--- config.mk ---
export PLATFORM = sky130hd
export DESIGN_NAME = if_stage_fetch
export DESIGN_NICKNAME = d
export VERILOG_FILES = /design/src/rtl/if_stage_fetch.sv
export SDC_FILE = /design/constraint.sdc
export NUM_CORES = 1
export LEC_CHECK = 0
export ABC_CLOCK_PERIOD_IN_PS = 5900
export BUFFER_PORTS_ARGS = -buffer_cell sky130_fd_sc_hd__buf_2
export CORE_ASPECT_RATIO = 0.9
export CORE_MARGIN = 1
export CORE_UTILIZATION = 40
export CTS_BUF_LIST = sky130_fd_sc_hd__clkbuf_16
export CTS_CLUSTER_SIZE = 25
export DETAILED_ROUTE_END_ITERATION = 16
export SKIP_LAST_GASP = 1
export SLEW_MARGIN = 20
export SYNTH_ARGS = -nofsm -noshare
export SYNTH_HDL_FRONTEND = slang
export SYNTH_SLANG_ARGS = --single-unit
--- constraint.sdc ---
create_clock -name clk -period 5.9 [get_ports clk]
set_input_delay 0.59 -clock clk [delete_from_list [all_inputs] [get_ports clk]]
set_output_delay 0.59 -clock clk [all_outputs]
set_load 0.02 [all_outputs]
--- src/rtl/if_stage_fetch.sv ---
// rtl/if_stage_fetch.sv - RISC-V IF stage: PC, imem request handshake, IF/ID register
// Optional performance counters are enabled by defining IF_STAGE_PERF_CNT_EN.
module if_stage_fetch #(
   parameter logic [31:0] RESET_PC  = 32'h0000_0000,
   parameter logic [31:0] NOP_INSTR = 32'h0000_0013
) (
   input  logic        clk,
   input  logic        rst,
   input  logic        pc_write,
   input  logic        flush,
   input  logic [31:0] branch_target,
   output logic        imem_req,
   output logic [31:0] imem_addr,
   input  logic [31:0] imem_rdata,
   input  logic        imem_ready,
   output logic [31:0] if_id_pc,
   output logic [31:0] if_id_instr,
   output logic        if_id_valid
`ifdef IF_STAGE_PERF_CNT_EN
   ,
   output logic [31:0] perf_stall_cnt,
   output logic [31:0] perf_discard_cnt
`endif
);

   typedef enum logic [1:0] {IDLE, FETCH, HOLD, DISCARD} state_t;

   state_t      state, state_n;
   logic [31:0] pc, pc_n, pc_inc;
   logic [31:0] addr_n;
   logic [31:0] hold_buf, hold_buf_n;
   logic [31:0] if_id_pc_n, if_id_instr_n;
   logic        if_id_valid_n;

   assign pc_inc   = pc + 32'd4;
   assign imem_req = (state == FETCH) || (state == DISCARD);

   always_ff @(posedge clk or posedge rst) begin
      if (rst) begin
         state       <= IDLE;
         pc          <= RESET_PC;
         imem_addr   <= RESET_PC;
         hold_buf    <= 32'd0;
         if_id_pc    <= 32'd0;
         if_id_instr <= NOP_INSTR;
         if_id_valid <= 1'b0;
      end else begin
         state       <= state_n;
         pc          <= pc_n;
         imem_addr   <= addr_n;
         hold_buf    <= hold_buf_n;
         if_id_pc    <= if_id_pc_n;
         if_id_instr <= if_id_instr_n;
         if_id_valid <= if_id_valid_n;
      end
   end

   always_comb begin
      state_n       = state;
      pc_n          = pc;
      addr_n        = imem_addr;
      hold_buf_n    = hold_buf;
      if_id_pc_n    = if_id_pc;
      if_id_instr_n = if_id_instr;
      if_id_valid_n = if_id_valid;
      if (flush) begin
         // An outstanding request cannot be cancelled; DISCARD swallows its response.
         if_id_valid_n = 1'b0;
         if_id_instr_n = NOP_INSTR;
         pc_n          = branch_target;
         if (imem_req && !imem_ready) begin
            state_n = DISCARD;
         end else begin
            state_n = FETCH;
            addr_n  = branch_target;
         end
      end else begin
         case (state)
            IDLE: state_n = FETCH;
            FETCH: begin
               if (imem_ready) begin
                  if (pc_write) begin
                     if_id_pc_n    = pc;
                     if_id_instr_n = imem_rdata;
                     if_id_valid_n = 1'b1;
                     pc_n          = pc_inc;
                     addr_n        = pc_inc;
                  end else begin
                     hold_buf_n = imem_rdata;
                     state_n    = HOLD;
                  end
               end else if (pc_write) begin
                  if_id_pc_n    = pc;
                  if_id_instr_n = NOP_INSTR;
                  if_id_valid_n = 1'b0;
               end
            end
            HOLD: begin
               if (pc_write) begin
                  if_id_pc_n    = pc;
                  if_id_instr_n = hold_buf;
                  if_id_valid_n = 1'b1;
                  pc_n          = pc_inc;
                  addr_n        = pc_inc;
                  state_n       = FETCH;
               end
            end
            DISCARD: begin
               if (imem_ready) begin
                  addr_n  = pc;
                  state_n = FETCH;
               end else if (pc_write) begin
                  if_id_pc_n    = pc;
                  if_id_instr_n = NOP_INSTR;
                  if_id_valid_n = 1'b0;
               end
            end
            default: state_n = IDLE;
         endcase
      end
   end

`ifdef IF_STAGE_PERF_CNT_EN
   always_ff @(posedge clk or posedge rst) begin
      if (rst) begin
         perf_stall_cnt   <= 32'd0;
         perf_discard_cnt <= 32'd0;
      end else begin
         if (!pc_write && !flush)
            perf_stall_cnt <= perf_stall_cnt + 32'd1;
         if (state == DISCARD && state_n == FETCH)
            perf_discard_cnt <= perf_discard_cnt + 32'd1;
      end
   end
`endif

endmodule

# Word level (Yosys, flattened, before mapping)
# Cells that the tools add are included.
# word_totals
reg_bits,163
latchBits,0
ramBits,0
romBits,0
inputBits,69
word_cells,69
memories,0
# op_classes
addsub,1
multipliers,0
div_mod_pow,0
magnitude_cmp,0
n_eq_ne,11
shift,0
muxes,33
n_bitwise,2
n_reduce_logical,15
# op_table
cell,n
$mux 32,16
$pmux 32 s3,2
$pmux 32 s2,2
$add 32x3->32 const B,1
$reduce_and 4->1,4
$ne 3x3->1 const B,5
$mux 2,6
$pmux 2 s4,1
$mux 1,5
$eq 2x2->1 const B,2
$ne 2x2->1 const B,2
$ne 4x4->1 const B,1
$reduce_and 2->1,2
$reduce_bool 4->1,1
$pmux 1 s3,1
$reduce_and 3->1,1
$reduce_bool 3->1,1
$eq 2x1->1 const B,1
$logic_not 2->1,1
$not 1->1,2
$reduce_bool 2->1,1
$reduce_or 2->1,1
$logic_and 1x1->1,1
$logic_not 1->1,1
$logic_or 1x1->1,1

# Depth between registers and ports, before layout
# logic_depth
depth_word,5
depth_mapped,8
mapped_depth_nobuf,6

# Worst setup path before layout
# OpenSTA, ideal clock, no wires.
# synth_path
kind,input to register
from,in imem_ready
to,reg pc[19]
setup_time_ps,125
arrival_time_ps,2055
path_slack_ps,3720
path_stages,6
path_buffers,1
cell_sequence,buf_2 nand4b_4 a2111oi_4 nand4_1 xnor2_1 mux2_2
# synth_via
elab_chain_cells,2
# synth_rtl
item,line_no,rtl
from (decl),15,"input logic imem_ready,"
$ne 3x3->1 (no source line),-,
$reduce_and 2->1 (no source line),-,
to (signal assigned),49,pc <= pc_n;
to (decl),29,"logic [31:0] pc, pc_n, pc_inc;"
# Every way passes these cells.
# A chain may end at the register's enable or synchronous reset.

# Worst setup path in the final report
# layout_path
from,in flush
to,reg imem_addr[26]
# layout_via
elab_chain_cells,2
# layout_rtl
item,line_no,rtl
from (decl),10,"input logic flush,"
"$ne 3x3->1 (no source line), or another cell as far along",-,
$reduce_and 4->1 (no source line),-,
to (signal assigned),50,imem_addr <= addr_n;
to (decl),13,"output logic [31:0] imem_addr,"
# Several ways; a longest one is shown, not always the timed one.

==> impl_metrics.py <==
metrics = {
    "global_route": {
        "grt_max_degree": 106,
        "first_global_vias": 5950,
        "grt_pass1_wl_um": 32200,
        "antenna_found_initial": 0,
        "grt_use_total_pct": 20.9,
        "overflow": 0,
    },
    "detailed_routing": {
        "ant_nets": 0,
        "routed_via_density": 5.47,
        "dr.pass1.iters": 5,
        "vias": 5991,
        "wire_per_inst_um": 18.2,
        "post-route-drc-count": 0,
        "drt_iter0_drc": 367,
        "wl_um": 20000,
    },
    "logic_synthesis": {
        "yosysSeqAreaShare_pct": 52.6,
        "synth_top_cell_by_area": "dfrtp_1",
        "synthesis.nets": 772,
        "yosysWarnings": 0,
        "ys_types": 54,
        "synth_top_area_share_pct": 51.5,
        "syn_area_um2": 7770,
        "async_flop_share_pct": 100,
        "synthCells": 702,
        "synth.avg_cell_area_um2": 11.1,
        "synth-edff-count": 0,
        "ys_ff_latch": 163,
        "synthFlopType": "dfrtp_1",
        "yosys-top-cells-area": "dfrtp_1 (52%), mux2_2 (10%), xor2_1 (4.5%)",
    },
    "placed_design": {
        "dp_slack_ps": 2850,
        "hpwl_um": 13200,
        "gp_congestion": 0.798,
        "io_buffers": 166,
    },
    "cts": {
        "clockBufferDepth": 2,
        "cts_setup_buffers": 0,
        "cts-root-buf": "clkbuf_16",
        "clkTransAtPathRegs_ps": 60,
        "cts_tree": "done",
        "ctsResizeCount": 0,
        "cts_inserted_buffers": 17,
        "clk_latency_ps": 420,
        "hold_buffers": 0,
        "h-tree-depth": 4,
        "clkSinkCount": 163,
    },
    "job": {
        "cap_violations": 0,
    },
    "sta": {
        "relSlewSlack_pct": 26.0,
        "timing.final.crit_share_pct": 45.8,
        "hold_violations": 0,
        "min_period_ps": 2700,
        "slew_viol_final": 0,
        "fin_skew_ps": 7.31,
        "tns_ps": 0,
        "tightest_slew_ps": 1110,
        "finalSetupViolCount": 0,
        "worst_slack_ps": 3200,
        "grt_setup_unrepaired": "no",
        "max_freq_mhz": 370,
    },
    "critical_path": {
        "critPathLaunchType": "input pin",
        "reg2reg_to": "if_id_pc[26]$_DFFE_PP0P_",
        "crit_family": "buffers and inverters",
        "crit_type": "in2reg",
        "crit_chain": "buf_2 > inv_2 > nand3_1 > o221ai_1",
        "r2r_start": "state[0]$_DFFE_PP0P_",
        "rrSetupSlack_ps": 3200,
        "cp_slowest_stage_delay_ps": 820,
        "critical_path_arrival_ps": 2970,
        "worstPathRequired_ps": 6170,
        "slowest_stage": "buf_2",
        "cp.buffers_inverters": 2,
        "cp_max_fo": 50,
        "cp-end-kind": "flop",
        "timing.reg2reg.worst_path_depth": 4,
    },
    "finish": {
        "final_cell_mix": "buf_2 (166), dfrtp_1 (160), mux2_2 (71)",
        "seq_area_um2": 4080,
        "layout_commonest_cell": "buf_2",
        "finish.net_count": 908,
        "multi_input_area_um2": 3430,
        "area_delta_synth_final_pct": 19.7,
        "drive_above_1_share_pct": 34.1,
        "fill_cells": 1772,
        "num_antenna_cells": 0,
    },
    "floorplanning": {
        "die_x_um": 149,
        "die_h_um": 134,
        "die-area_um2": 20000,
        "core-area_um2": 18700,
        "io-pin-count": 167,
        "initial_utilization_pct": 41.5,
        "row_count": 47,
    },
    "power": {
        "p_leak_uw": 0.00412,
        "fin_total_pwr_uw": 3290,
        "vdd_drop_max_mv": 0.220,
        "power.density_nw_per_um2": 354,
    },
    "hold_path": {
        "hp-class": "in2async",
    },
    "run_status": {
        "outcome": "finished, final reports clean",
    },
}
==> layout make-up <==
class | count | area share (%)
clock buffer | 17 | 4.58
clock inverter | 14 | 1.21
inverter | 10 | 0.458
multi-input combinational | 471 | 36.9
sequential | 163 | 43.9
tap | 245 | 3.30
timing repair buffer | 175 | 9.67
==> worst max-delay path by stage <==
stage / slack (ps) / endpoint / start / cells after the start
after global placement: 2930 / imem_addr[30]$_DFFE_PP0P_ / flush / 4
final: 3200 / imem_addr[26]$_DFFE_PP0P_ / flush / 4
after CTS: 3130 / if_id_instr[6]$_DFFE_PP0P_ / state[0]$_DFFE_PP0P_ / 6
after detailed placement: 2850 / imem_addr[26]$_DFFE_PP0P_ / flush / 4
after floorplan: 910 / hold_buf[0]$_DFFE_PP0P_ / rst / 1
after global routing: 3040 / if_id_pc[26]$_DFFE_PP0P_ / state[0]$_DFFE_PP0P_ / 4
==> power by group <==
group          switching (uW)  leakage [uW]  internal [uW]
sequential                158       0.00197           1340
combinational             447       0.00189            310
clock                     459      0.000256            575
total                    1060       0.00412           2230
==> cell usage after synthesis, types with 11 or more instances <==
cell         n
xor2_1      40
o21ai_0     20
nand3_1     26
o22ai_1     11
xnor2_1     15
clkbuf_1    28
o221ai_1    30
nor3_1      12
nand4_1     16
a21oi_1     32
nor2_1      41
nand2_1     60
dfrtp_1    160
o2bb2ai_1   11
buf_2       21
mux2_2      71
==> worst register-to-register path, stage by stage, from the launching register on <==
cell      delay (ps)
dfrtp_1          680
o21ai_0          270
a311oi_4         810
buf_4            430
mux2_2           390
==> flip-flops by register name, summed over array words and instances, names as in the netlist <==
register / flops
if_id_valid: 1
if_id_instr: 32
imem_addr: 32
hold_buf: 32
state: 2
if_id_pc: 32
pc: 32
==> metal layers <==
metal / routed length, um / GRT usage [%]
met5: 0 / 0
met4: 159 / 5.27
met3: 1530 / 6.90
met2: 9000 / 31.3
met1: 9290 / 29.0
==> kinds of logic after synthesis <==
logic type | Yosys count | synth area share (%)
and+or+nand+nor | 191 | 12.5
DFF | 163 | 52.6
AOI/OAI and AO/OA | 142 | 12.9
muxes | 82 | 11.8
buffers and inverters | 68 | 3.82
xor gates and xnor gates | 55 | 6.20
adders and majority gates | 1 | 0.161
==> metrics by stage <==
step | cell area (um^2) | utilization, % | std cells | hold slack, ps
finish | 9290 | 49.7 | 1095 | 399
global route | 9290 | 49.7 | 1095 | 392
CTS | 9290 | 49.7 | 1095 | 379
detailed placement | 8750 | 46.8 | 1064 | 469
global placement | 8750 | 46.8 | 1064 | 460
floorplan | 7770 | - | 702 | 460
(Power assumes the default switching activity.)
